$ cat config.mk
export PLATFORM = sky130hd
export DESIGN_NAME = pzcorebus_request_command_data_aligner
export DESIGN_NICKNAME = d
export VERILOG_FILES = /design/src/rtl/pzcorebus_request_command_data_aligner.sv
export SDC_FILE = /design/constraint.sdc
export NUM_CORES = 1
export LEC_CHECK = 0
export ABC_AREA = 1
export CAP_MARGIN = 15
export CORE_AREA = 4 4 93 95
export CTS_CLUSTER_SIZE = 20
export DETAILED_ROUTE_END_ITERATION = 6
export DIE_AREA = 0 0 97 99
export GPL_ROUTABILITY_DRIVEN = 0
export HOLD_SLACK_MARGIN = 0.15
export PLACE_DENSITY = 0.82
export SLEW_MARGIN = 15
export SYNTH_ARGS = -nofsm -noshare
export SYNTH_HDL_FRONTEND = slang
export SYNTH_SLANG_ARGS = --single-unit
export TNS_END_PERCENT = 1
$ cat constraint.sdc
create_clock -name i_clk -period 2.3 [get_ports i_clk]
set_input_delay 0.23 -clock i_clk [delete_from_list [all_inputs] [get_ports i_clk]]
set_output_delay 0.23 -clock i_clk [all_outputs]
set_load 0.03 [all_outputs]
$ cat src/rtl/pzcorebus_request_command_data_aligner.sv
// Re-aligns the command and write-data streams coming out of the request
// async FIFO. A write command is only issued together with its first data
// beat. The block counts the remaining beats of the burst, generates
// o_mdata_last, and blocks any further command until the burst has drained.
// All command/data fields pass through combinationally (zero latency).
//
// Ports:
//   i_clk, i_rst                      clock, synchronous active-high reset
//   i_mcmd_valid / o_scmd_accept      upstream command handshake
//   i_mcmd, i_mid, i_maddr, i_mlength upstream command fields
//   i_mdata_valid / o_sdata_accept    upstream write-data handshake
//   i_mdata, i_mdata_byteen           upstream write-data fields
//   o_mcmd_valid / i_scmd_accept      downstream command handshake
//   o_mcmd, o_mid, o_maddr, o_mlength downstream command fields
//   o_mdata_valid / i_sdata_accept    downstream write-data handshake
//   o_mdata, o_mdata_byteen           downstream write-data fields
//   o_mdata_last                      final beat of the current burst
//   o_busy                            a write burst is still draining
module pzcorebus_request_command_data_aligner #(
  parameter int ID_WIDTH          = 4,
  parameter int ADDRESS_WIDTH     = 32,
  parameter int LENGTH_WIDTH      = 8,
  parameter int DATA_WIDTH        = 64,
  parameter int BYTE_ENABLE_WIDTH = DATA_WIDTH / 8
) (
  input  logic                         i_clk,
  input  logic                         i_rst,
  input  logic                         i_mcmd_valid,
  output logic                         o_scmd_accept,
  input  logic [1:0]                   i_mcmd,
  input  logic [ID_WIDTH-1:0]          i_mid,
  input  logic [ADDRESS_WIDTH-1:0]     i_maddr,
  input  logic [LENGTH_WIDTH-1:0]      i_mlength,
  input  logic                         i_mdata_valid,
  output logic                         o_sdata_accept,
  input  logic [DATA_WIDTH-1:0]        i_mdata,
  input  logic [BYTE_ENABLE_WIDTH-1:0] i_mdata_byteen,
  output logic                         o_mcmd_valid,
  input  logic                         i_scmd_accept,
  output logic [1:0]                   o_mcmd,
  output logic [ID_WIDTH-1:0]          o_mid,
  output logic [ADDRESS_WIDTH-1:0]     o_maddr,
  output logic [LENGTH_WIDTH-1:0]      o_mlength,
  output logic                         o_mdata_valid,
  input  logic                         i_sdata_accept,
  output logic [DATA_WIDTH-1:0]        o_mdata,
  output logic [BYTE_ENABLE_WIDTH-1:0] o_mdata_byteen,
  output logic                         o_mdata_last,
  output logic                         o_busy
);

  // One extra bit so that mlength==0 (2**LENGTH_WIDTH beats) is representable.
  localparam int unsigned COUNT_WIDTH = LENGTH_WIDTH + 1;

  typedef enum logic {
    IDLE = 1'b0,
    DATA = 1'b1
  } state_e;

  state_e                 state;
  state_e                 state_next;
  logic [COUNT_WIDTH-1:0] beat_count;
  logic [COUNT_WIDTH-1:0] beat_count_next;
  logic [COUNT_WIDTH-1:0] burst_len;
  logic                   is_write;
  logic                   cmd_hs;
  logic                   first_hs;

  // Field pass-through.
  assign o_mcmd         = i_mcmd;
  assign o_mid          = i_mid;
  assign o_maddr        = i_maddr;
  assign o_mlength      = i_mlength;
  assign o_mdata        = i_mdata;
  assign o_mdata_byteen = i_mdata_byteen;

  // Reserved command code 3 is treated as a read.
  assign is_write  = (i_mcmd == 2'd1) || (i_mcmd == 2'd2);
  assign burst_len = (i_mlength == '0) ? {1'b1, {LENGTH_WIDTH{1'b0}}}
                                       : COUNT_WIDTH'(i_mlength);

  // State and remaining-beat counter.
  always_ff @(posedge i_clk) begin
    if (i_rst) begin
      state      <= IDLE;
      beat_count <= '0;
    end else begin
      state      <= state_next;
      beat_count <= beat_count_next;
    end
  end

  // Next state and handshake steering; everything is closed while in reset.
  always_comb begin
    state_next      = state;
    beat_count_next = beat_count;
    o_mcmd_valid    = 1'b0;
    o_scmd_accept   = 1'b0;
    o_mdata_valid   = 1'b0;
    o_sdata_accept  = 1'b0;
    o_mdata_last    = 1'b0;
    o_busy          = 1'b0;
    cmd_hs          = 1'b0;
    first_hs        = 1'b0;

    if (!i_rst) begin
      o_busy = (state != IDLE);
      case (state)
        IDLE: begin
          if (is_write) begin
            // Command and first beat are presented together; the upstream
            // command is only popped if its first beat is there as well, and
            // the first beat only moves with (or after) the command.
            o_mcmd_valid   = i_mcmd_valid & i_mdata_valid;
            o_mdata_valid  = i_mcmd_valid & i_mdata_valid;
            o_scmd_accept  = i_scmd_accept & i_mdata_valid;
            o_sdata_accept = i_mcmd_valid & i_mdata_valid
                           & i_scmd_accept & i_sdata_accept;
            o_mdata_last   = o_mdata_valid & (burst_len == COUNT_WIDTH'(1));
            cmd_hs         = o_mcmd_valid & i_scmd_accept;
            first_hs       = cmd_hs & i_sdata_accept;
            if (cmd_hs && !(first_hs && (burst_len == COUNT_WIDTH'(1)))) begin
              state_next      = DATA;
              beat_count_next = burst_len - COUNT_WIDTH'(first_hs);
            end
          end else begin
            o_mcmd_valid  = i_mcmd_valid;
            o_scmd_accept = i_scmd_accept;
          end
        end
        DATA: begin
          o_mdata_valid  = i_mdata_valid;
          o_sdata_accept = i_sdata_accept;
          o_mdata_last   = (beat_count == COUNT_WIDTH'(1));
          if (i_mdata_valid && i_sdata_accept) begin
            beat_count_next = beat_count - COUNT_WIDTH'(1);
            if (beat_count == COUNT_WIDTH'(1)) begin
              state_next = IDLE;
            end
          end
        end
        default: state_next = IDLE;
      endcase
    end
  end

endmodule
## Word-level counts from Yosys, hierarchy flattened

Index checks and enable logic that the tools add are counted.

- Flip-flop bits (word level): 10
- Latch bits: 0
- Bits in writable memories: 0
- Bits in read-only memories: 0
- Bits of input ports: 124
- Output and inout port bits: 124
- Memories: 0

- Add/subtract/negate cells: 2
- $mul: 0
- Div/mod/pow operators: 0
- Order comparisons: 0
- Equality and inequality tests: 7
- Shift operators: 0
- Multiplexer cells: 26
- Bitwise logic cells: 6
- Reduce and logical (&&, ||, !) cells: 7

Operators by type and width:

| cell | number |
|---|---|
| 2-to-1 mux 9 bit | 4 |
| equality test 9 x 1 -> 1 bit (second input constant) | 2 |
| case mux 9 bit (2 select lines) | 1 |
| 2-to-1 mux 1 bit | 17 |
| subtractor 9 x 1 -> 9 bit | 1 |
| subtractor 9 x 1 -> 9 bit (second input constant) | 1 |
| zero test 8 bit | 1 |
| case mux 1 bit (2 select lines) | 4 |
| bitwise AND 1 bit | 5 |
| != test 2 bit (second input constant) | 2 |
| logical AND 1 bit | 3 |
| AND reduction 3 bit | 1 |
| equality test 2 x 1 -> 1 bit (second input constant) | 1 |
| equality test 2 bit (second input constant) | 1 |
| != test 2 x 1 -> 1 bit (second input constant) | 1 |
| zero test 1 bit | 1 |
| logical OR 1 bit | 1 |
| inverter 1 bit | 1 |

## Depth between registers and ports, before layout

Gate-level depths: netlist of run 1.

- Depth in word-level cells: 9
- Depth in mapped cells: 11

## Worst setup path before layout of run 1

No wires, ideal clock.

- Path kind: flip-flop to output port
- Start: reg state
- End: out o_mdata_valid
- Data arrival time: 1.869 ns
- Data required time: 2.070 ns
- Setup slack: 0.201 ns
- Cell stages (with the launch flop): 6
- Cells stage by stage: dfxtp_1 > clkbuf_2 > inv_1 > nor2_1 > inv_1 > o21ai_0

- Longest elaborated chain between the ends: 3

Ends and longest elaborated chain:

| element | line | text |
|---|---|---|
| start, declared | 60 | `state_e state;` |
| start signal, assigned | 88 | `state <= state_next;` |
| inverter 1 bit | -- |  |
| case mux 1 bit (2 select lines) (*) | 108 | `case (state)` |
| 2-to-1 mux 1 bit (*) | 106 | `if (!i_rst) begin` |
| end, declared | 44 | `output logic o_mdata_valid,` |

Mark *: on every way between the ends. The rest lies on a longest branch, timed or not.

## Worst setup path in the final report of run 1

- Start: in i_mcmd[1]
- End: out o_scmd_accept

- Longest elaborated chain between the ends: 5
- Elaborated cells between the ends (all ways): 6
- Classes of those cells: eq/ne (2); mux (3); reduce/logical (1)

Ends and longest elaborated chain:

| element | line | text |
|---|---|---|
| start, declared | 30 | `input logic [1:0] i_mcmd,` |
| equality test 2 x 1 -> 1 bit or equality test 2 bit (tied branches) | 78 | `assign is_write = (i_mcmd == 2'd1) \|\| (i_mcmd == 2'd2);` |
| logical OR 1 bit (*) | 78 |  |
| 2-to-1 mux 1 bit (*) | 110 | `if (is_write) begin` |
| 2-to-1 mux 1 bit (*) | 108 |  |
| 2-to-1 mux 1 bit (*) | 106 |  |
| end, declared | 29 | `output logic o_scmd_accept,` |

Marks and branches as above.

==> impl_metrics.tcl, run 1 <==
set metrics [dict create \
    final_area_um2 1628 \
    tns_ns 0 \
    relSlewSlack 0.7195 \
    period_share 0.9086 \
    cp_top_family "buffers and inverters" \
    cts.sinks 10 \
    peakVddDrop_mv 0.1301 \
    maxCapViolations 0 \
    grt_usage 0.09979 \
    grt_overflow 0 \
    period_needed_ns 2.090 \
    synth.avg_cell_area_um2 6.369 \
    powerDensity_nw_per_um2 404.0 \
    worstPathArrival_ns 1.86 \
    worst_pin_slew_ns 0.4182 \
    hold_ws_ns 0.4600 \
    rows 32 \
    yosys_warnings 0 \
    drt-pass1-iter-count 4 \
    antenna_left 0 \
    seq_power_share 0.289 \
    cts_setup_buffers 0 \
    comb_power_share 0.350 \
    yosysSeqAreaShare 0.1014 \
    start_util 0.2555 \
    fill_cells 844 \
    route.detailed.drc 0 \
    clkPwrFrac 0.361 \
    fp.dieW_um 97 \
    use_met1 0.08622 \
    p_switching_uw 229.3 \
    drt-total-wl_um 4926 \
    grt_max_degree 12 \
    fin_worst_skew_ns 0.001105 \
    hold_viol_final 0 \
    drtIter0Drc 58 \
    cts-root-buf "clkbuf_8" \
    cts.repair.resized 0 \
    dp.cells 326 \
    core_um2 7727 \
    portBuffers 31 \
    setup_violations 0 \
    crit_path_end_kind "output port" \
    power_leakage_nw 0.7685 \
    path_buf_inv 4 \
    synth_compound_area_frac 0.04436 \
    grt_pass1_wl_um 7665 \
    synth_cell_types 30 \
    ios 248 \
    synthesis.nets 439 \
    cp_common_cell "nand2_1" \
    dpl.hpwl_um 4128 \
    syn_to_final_growth_pct -17.55 \
    p_int_uw 428.4 \
    num_vias 1490 \
    ctsHoldBuffers 0 \
    critPathRequiredTime_ns 2.07 \
    critPathMaxStageDelay_ns 0.66 \
    path_class "input pin to output port" \
    swShare 0.3487 \
    synth_top_family_by_area "buffers and inverters" \
    crit_path_top_delay_cell "clkdlybuf4s50_1" \
    grt_pass1_vias 1474 \
    synth_top_area_share 0.4487 \
    critPathLaunchType "input pin" \
    synth.area.top_cells "buf_4 45%, dfxtp_1 10%, nand2_1 9.7%" \
    antenna_found_initial 0 \
    top_usage_layer "met2" \
    use_met3 0.06936 \
    final_cells 330 \
    cts_buffer_depth 2 \
    htree_levels 1 \
    synth_mux_area_frac 0.005070 \
    crit_chain "clkdlybuf4s50_1, inv_1, nand2_1, nand2_1, nand2_1, nand3_1, inv_1, clkdlybuf4s50_1" \
    synth_top_cell_by_area "buf_4" \
    diodes 0 \
    dpl-instance-area_um2 1573 \
    min_path_type "input pin to output port" \
    finalMaxSlewViolations 0 \
    nets 358 \
    grtUsageMet2 0.1672 \
    crit_path_max_fanout 3 \
    tritoncts "built" \
    rsz0062_at_grt "no" \
    synth-simple-area-share 0.3029 \
    ys_ff_latch 10 \
    synth_fa_ha_area_frac 0.03169 \
    fin_total_pwr_uw 657.6 \
    dieArea_um2 9603 \
    die_h_um 99 \
    wl_per_cell_um 14.93 \
    avgViaCountPerCell 4.515 \
    syn-instance-count 310 \
    clock.fmax_ghz 0.4785 \
    final_common_cell "nand2_1" \
    mostFrequentLayoutCells "51 x nand2_1, 37 x nor2_1, 28 x clkdlybuf4s50_1" \
    status "finished clean" \
    synth_area_um2 1974 \
    clk_latency_ns 0.25 \
    drive_gt1_frac 0.09649 \
    synth-xor-area-share 0.004436 \
    cts_inserted_buffers 3 \
]
==> cells by family after synthesis <==
group / count (synthesis)
AO/OA/AOI/OAI: 14
XOR/XNOR: 1
adder cells (fa/ha/maj): 5
buffers and inverters: 149
flip-flops: 10
multiplexers: 1
AND/OR/NAND/NOR: 130
==> final cells by class <==
cell class	instances	area, µm²	area share
clock buffers	4	55.05	0.03382
well taps	102	127.6	0.07840
multi-input cells	151	767.0	0.4712
repair buffers	35	370.4	0.2275
inverters	28	107.6	0.06610
flip-flops and latches	10	200.2	0.1230
==> routing by layer <==
layer,up-vias,wire [µm]
met5,-,0
met4,0,309
met3,37,682
met2,98,2414
met1,672,1520
li1,683,-
==> power groups by stage <==
stage	clock (mW)	combinational (mW)	sequential [mW]
floorplan	0	0.500	0.190
CTS	0.234	0.229	0.190
global route	0.243	0.253	0.191
detailed placement	0	0.227	0.193
finish	0.237	0.230	0.190
global placement	0	0.222	0.193
==> cells in the mapped netlist <==
master	n
nand3_1	24
mux2i_1	1
inv_4	1
o21ai_0	4
clkbuf_2	1
clkbuf_1	1
nand4_1	6
xor2_1	1
inv_1	25
nor2_4	2
nand3_2	2
buf_4	118
a21oi_1	2
nand2_4	1
inv_2	2
nor3_1	2
and2_1	1
a211oi_1	1
or2_2	1
buf_2	1
nand2_8	1
nor2_1	37
dfxtp_1	10
ha_1	5
o21bai_1	4
o22ai_1	2
nand2_1	51
nand3b_1	1
o211ai_1	1
nand2_2	1
==> through the flow <==
stage / worst slack [ns] / utilization
after CTS: 0.1883 / 0.2107
after detailed placement: 0.1893 / 0.2035
after floorplan: 0.2010 / -
after global placement: 0.2431 / 0.2035
final: 0.2102 / 0.2107
after global routing: 0.09629 / 0.2107
==> path summary, 6_finish.rpt <==
kind         cells after the start           from             to  slack (ns)
min                              0     i_maddr[0]     o_maddr[0]        0.46
max reg2reg                      9  beat_count[0]  beat_count[8]        0.86
max                              8      i_mcmd[1]  o_scmd_accept        0.21
min reg2reg                      2  beat_count[1]  beat_count[1]        0.54
==> registers in the layout, summed over array words and instances (netlist names) <==
name,cells
beat_count,9
state,1
(Power assumes the default switching activity.)
==> inputs of run 2 (changes only) <==
--- a/config.mk
+++ b/config.mk
@@ -7,13 +7,13 @@
 export LEC_CHECK = 0
 export ABC_AREA = 1
 export CAP_MARGIN = 15
-export CORE_AREA = 4 4 93 95
+export CORE_AREA = 4 4 94 96
 export CTS_CLUSTER_SIZE = 20
 export DETAILED_ROUTE_END_ITERATION = 6
-export DIE_AREA = 0 0 97 99
+export DIE_AREA = 0 0 98 100
 export GPL_ROUTABILITY_DRIVEN = 0
 export HOLD_SLACK_MARGIN = 0.15
-export PLACE_DENSITY = 0.82
+export PLACE_DENSITY = 0.81
 export SLEW_MARGIN = 15
 export SYNTH_ARGS = -nofsm -noshare
 export SYNTH_HDL_FRONTEND = slang
==> constraint.sdc (replaced) <==
create_clock -name i_clk -period 2.31 [get_ports i_clk]
set_input_delay 0.231 -clock i_clk [delete_from_list [all_inputs] [get_ports i_clk]]
set_output_delay 0.231 -clock i_clk [all_outputs]
set_load 0.03 [all_outputs]
==> impl_metrics.tcl, run 2 (same netlist as run 1, synthesis figures left out) <==
set metrics [dict create \
    ctsHoldBuffers 0 \
    regMostFlops "beat_count" \
    critPathMaxStageDelay_ns 0.70 \
    dpl.hpwl_um 3676 \
    period_share 0.9407 \
    final_area_um2 1602 \
    grt_pass1_wl_um 7210 \
    p_int_uw 424.3 \
    min_path_type "input pin to output port" \
    largest_reg_flops 9 \
    maxCapViolations 0 \
    tritoncts "built" \
    crit_path_end_kind "output port" \
    critPathRequiredTime_ns 2.08 \
    mostFrequentLayoutCells "51 x nand2_1, 37 x nor2_1, 29 x clkdlybuf4s50_1" \
    tns_ns 0 \
    clock.fmax_ghz 0.4602 \
    grt_overflow 0 \
    diodes 0 \
    dpl-instance-area_um2 1544 \
    rows 33 \
    final_common_cell "nand2_1" \
    cts_inserted_buffers 3 \
    cp_top_family "buffers and inverters" \
    setup_slack_ns 0.1371 \
    r2r_slack_ns 0.88 \
    antenna_left 0 \
    nets 358 \
    fp.dieW_um 98 \
    wl_per_cell_um 13.57 \
    relSlewSlack 0.7462 \
    fin_worst_skew_ns 0.0009301 \
    path_buf_inv 3 \
    cts.sinks 10 \
    crit_chain "clkdlybuf4s50_1, nand3_2, inv_1, nand2_2, a211oi_1, clkdlybuf4s50_1" \
    avgViaCountPerCell 4.556 \
    drive_gt1_frac 0.08772 \
    drt-total-wl_um 4518 \
    dp.cells 329 \
    setup_violations 0 \
    htree_levels 1 \
    swShare 0.3409 \
    clk_latency_ns 0.24 \
    cp_common_cell "clkdlybuf4s50_1" \
    worst_pin_slew_ns 0.3796 \
    period_needed_ns 2.173 \
    reg_top3 "beat_count (9), state (1)" \
    drtIter0Drc 199 \
    start_util 0.2452 \
    grt_usage 0.09022 \
    cts_buffer_depth 2 \
    hold_ws_ns 0.4620 \
    power_leakage_nw 0.7743 \
    path_class "input pin to output port" \
    ios 248 \
    die_h_um 100 \
    critPathLaunchType "input pin" \
    num_vias 1517 \
    status "finished clean" \
    rsz0062_at_grt "no" \
    dieArea_um2 9800 \
    hold_viol_final 0 \
    crit_path_top_delay_cell "clkdlybuf4s50_1" \
    cts_setup_buffers 0 \
    drt-pass1-iter-count 6 \
    seq_power_share 0.294 \
    core_um2 8051 \
    powerDensity_nw_per_um2 402.0 \
    comb_power_share 0.351 \
    p_switching_uw 219.4 \
    portBuffers 31 \
    final_cells 333 \
    crit_path_max_fanout 3 \
    clkPwrFrac 0.355 \
    peakVddDrop_mv 0.1336 \
    syn_to_final_growth_pct -18.88 \
    place_ws_ns 0.1029 \
    route.detailed.drc 0 \
    antenna_found_initial 0 \
    finalMaxSlewViolations 0 \
    grt_pass1_vias 1521 \
    cts-root-buf "clkbuf_8" \
    grt_max_degree 13 \
    worstPathArrival_ns 1.94 \
]
[run 2: changes by cell type in the layout (fill, tap and decap cells not counted)]
cell             delta
buf_12              -3
buf_4               +1
clkdlybuf4s50_1     +1
dlymetal6s2s_1      +1
[run 2: repair_timing]
| item | in CTS | in global routing |
|---|---|---|
| gates resized for setup | 0 | 1 |
| endpoints found under the setup margin | 0 | 1 |
| endpoints found under the hold margin | 0 | 0 |
[run 2: layout make-up]
class                      count  area, µm²
fill                         893       6450
multi-input combinational    151      767.0
timing repair buffer          35      340.3
sequential                    10      200.2
tap                          105      131.4
inverter                      28      107.6
clock buffer                   4      55.05
[run 2: path summary, 6_finish.rpt]
path	from	endpoint	cells past startpoint
hold reg to reg	beat_count[1]	beat_count[1]	2
setup reg to reg	beat_count[0]	beat_count[8]	9
setup / recovery	i_mcmd_valid	o_sdata_accept	6
hold / removal	i_maddr[12]	o_maddr[12]	0
[run 2: per-stage QoR]
step / utilization / power, mW
floorplan: - / 0.6876
global placement: 0.1918 / 0.4100
detailed placement: 0.1918 / 0.4166
CTS: 0.1986 / 0.6465
global route: 0.1989 / 0.6813
finish: 0.1989 / 0.6438
[run 2: per-layer routing]
layer  vias up  track usage  part of all wire
met1       685      0.08074              0.31
met4         0      0.08626             0.086
met3        48      0.04239              0.12
met2       100       0.1492              0.48
met5         -            0                 0
li1        684            -                 -
[run 2: power groups by stage]
stage / Sequential, mW / Combinational, mW / Clock [mW]
after floorplan: 0.190 / 0.498 / 0
after global placement: 0.192 / 0.218 / 0
after detailed placement: 0.193 / 0.224 / 0
after CTS: 0.189 / 0.227 / 0.231
after global routing: 0.190 / 0.250 / 0.241
final: 0.190 / 0.226 / 0.228
[run 2: worst reg2reg max path, delay by kind of cell (launching register included)]
kind                     cells  cell delay, ns
adder cells (fa/ha/maj)      1            0.28
buffers and inverters        2            0.27
flip-flops                   1            0.32
AND/OR/NAND/NOR              6            0.45
==> inputs of run 3 (changes only) <==
--- a/config.mk
+++ b/config.mk
@@ -13,7 +13,7 @@
 export DIE_AREA = 0 0 98 100
 export GPL_ROUTABILITY_DRIVEN = 0
 export HOLD_SLACK_MARGIN = 0.15
-export PLACE_DENSITY = 0.81
+export PLACE_DENSITY = 0.78
 export SLEW_MARGIN = 15
 export SYNTH_ARGS = -nofsm -noshare
 export SYNTH_HDL_FRONTEND = slang
==> impl_metrics.tcl, run 3 (same netlist as run 1, synthesis figures left out) <==
set metrics [dict create \
    fp.dieW_um 98 \
    place_ws_ns 0.2203 \
    core_um2 8051 \
    clkTransAtPathRegs_ns 0.05 \
    die_h_um 100 \
    diodes 0 \
    critPathMaxStageDelay_ns 0.69 \
    rsz0062_at_grt "no" \
    ctsHoldBuffers 0 \
    drive_gt1_frac 0.08811 \
    fin_worst_skew_ns 0.007533 \
    multiInputGateArea_um2 767.0 \
    cts-root-buf "clkbuf_8" \
    tritoncts "built" \
    path_class "register to output port" \
    syn_to_final_growth_pct -19.52 \
    antenna_found_initial 0 \
    grt_pass1_wl_um 7051 \
    cp_top_family "buffers and inverters" \
    period_needed_ns 2.217 \
    clock.fmax_ghz 0.4511 \
    status "finished clean" \
    regMostFlops "beat_count" \
    power_leakage_nw 0.7540 \
    wl_per_cell_um 13.31 \
    ios 248 \
    reg_top3 "beat_count (9), state (1)" \
    peakVddDrop_mv 0.1697 \
    drt-total-wl_um 4418 \
    setup_slack_ns 0.09336 \
    route.detailed.drc 0 \
    worst_pin_slew_ns 0.3740 \
    num_vias 1454 \
    drt-pass1-iter-count 4 \
    maxCapViolations 0 \
    fill_cells 887 \
    cts_inserted_buffers 3 \
    grt_usage 0.08830 \
    worstPathArrival_ns 1.99 \
    min_path_type "input pin to output port" \
    crit_path_end_kind "output port" \
    clk_latency_ns 0.24 \
    relSlewSlack 0.7500 \
    antenna_left 0 \
    critPathLaunchType "register" \
    avgViaCountPerCell 4.380 \
    final_common_cell "nand2_1" \
    crit_path_max_fanout 7 \
    cts.repair.resized 0 \
    largest_reg_flops 9 \
    cts_setup_buffers 0 \
    crit_path_top_delay_cell "clkdlybuf4s50_1" \
    setup_violations 0 \
    mostFrequentLayoutCells "51 x nand2_1, 37 x nor2_1, 29 x clkdlybuf4s50_1" \
    cts_buffer_depth 2 \
    grt_pass1_vias 1514 \
    dpl.hpwl_um 3651 \
    seqCellArea_um2 200.2 \
    path_buf_inv 3 \
    drtIter0Drc 112 \
    rows 33 \
    cp_common_cell "inv_1" \
    powerDensity_nw_per_um2 402.4 \
    period_share 0.9596 \
    critPathRequiredTime_ns 2.08 \
    finalMaxSlewViolations 0 \
    crit_chain "inv_1, nor2_1, inv_1, o21ai_0, clkdlybuf4s50_1" \
    htree_levels 1 \
    final_util 0.1974 \
    grt_overflow 0 \
    hold_viol_final 0 \
    grt_max_degree 14 \
    dieArea_um2 9800 \
    cts.sinks 10 \
    start_util 0.2452 \
    portBuffers 31 \
    nets 357 \
    tns_ns 0 \
]
[run 3: cell count changes in the layout (fill, tap and decap cells not counted), sizes merged]
cell and change:
dlymetal6s2s -1
[run 3: worst reg2reg max path, stage by stage, from the launching register on]
cell	delay (ns)
dfxtp_1	0.42
buf_4	0.24
nand3_1	0.30
nand2_8	0.22
inv_4	0.07
nor2_1	0.10
nor2_1	0.05
[run 3: worst paths after layout]
kind,start,endpoint,slack [ns],cells after the start
worst max-delay path,state,o_mdata_valid,0.09,5
worst min-delay path,i_maddr[12],o_maddr[12],0.46,0
worst max register to register,state,beat_count[0],0.79,6
worst min register to register,beat_count[1],beat_count[1],0.53,2
[run 3: routing by layer]
layer / GRT usage / wire length, µm
met5: 0 / 0
met4: 0.07455 / 310
met3: 0.05073 / 576
met2: 0.1539 / 2134
met1: 0.07101 / 1396
[run 3: final cells by class]
type	instances	share of cell area
clock buffers	4	0.03465
inverters	28	0.06772
multi-input cells	151	0.4827
flip-flops and latches	10	0.1260
well taps	105	0.08268
repair buffers	34	0.2063
[run 3: power breakdown]
part           internal, mW  leakage, nW  switching, mW
Clock                 0.150       0.0288         0.0752
Combinational        0.0915        0.644          0.133
Sequential            0.181       0.0813        0.00800
[run 3: stage by stage]
stage	hold WS, ns	instances	total power [mW]	cell area, µm²
after floorplan	0.4704	310	0.6876	1974
after global placement	0.4622	328	0.4104	1534
after detailed placement	0.4622	328	0.4157	1534
after CTS	0.4622	332	0.6396	1589
after global routing	0.4620	332	0.6754	1589
final	0.4620	332	0.6394	1589
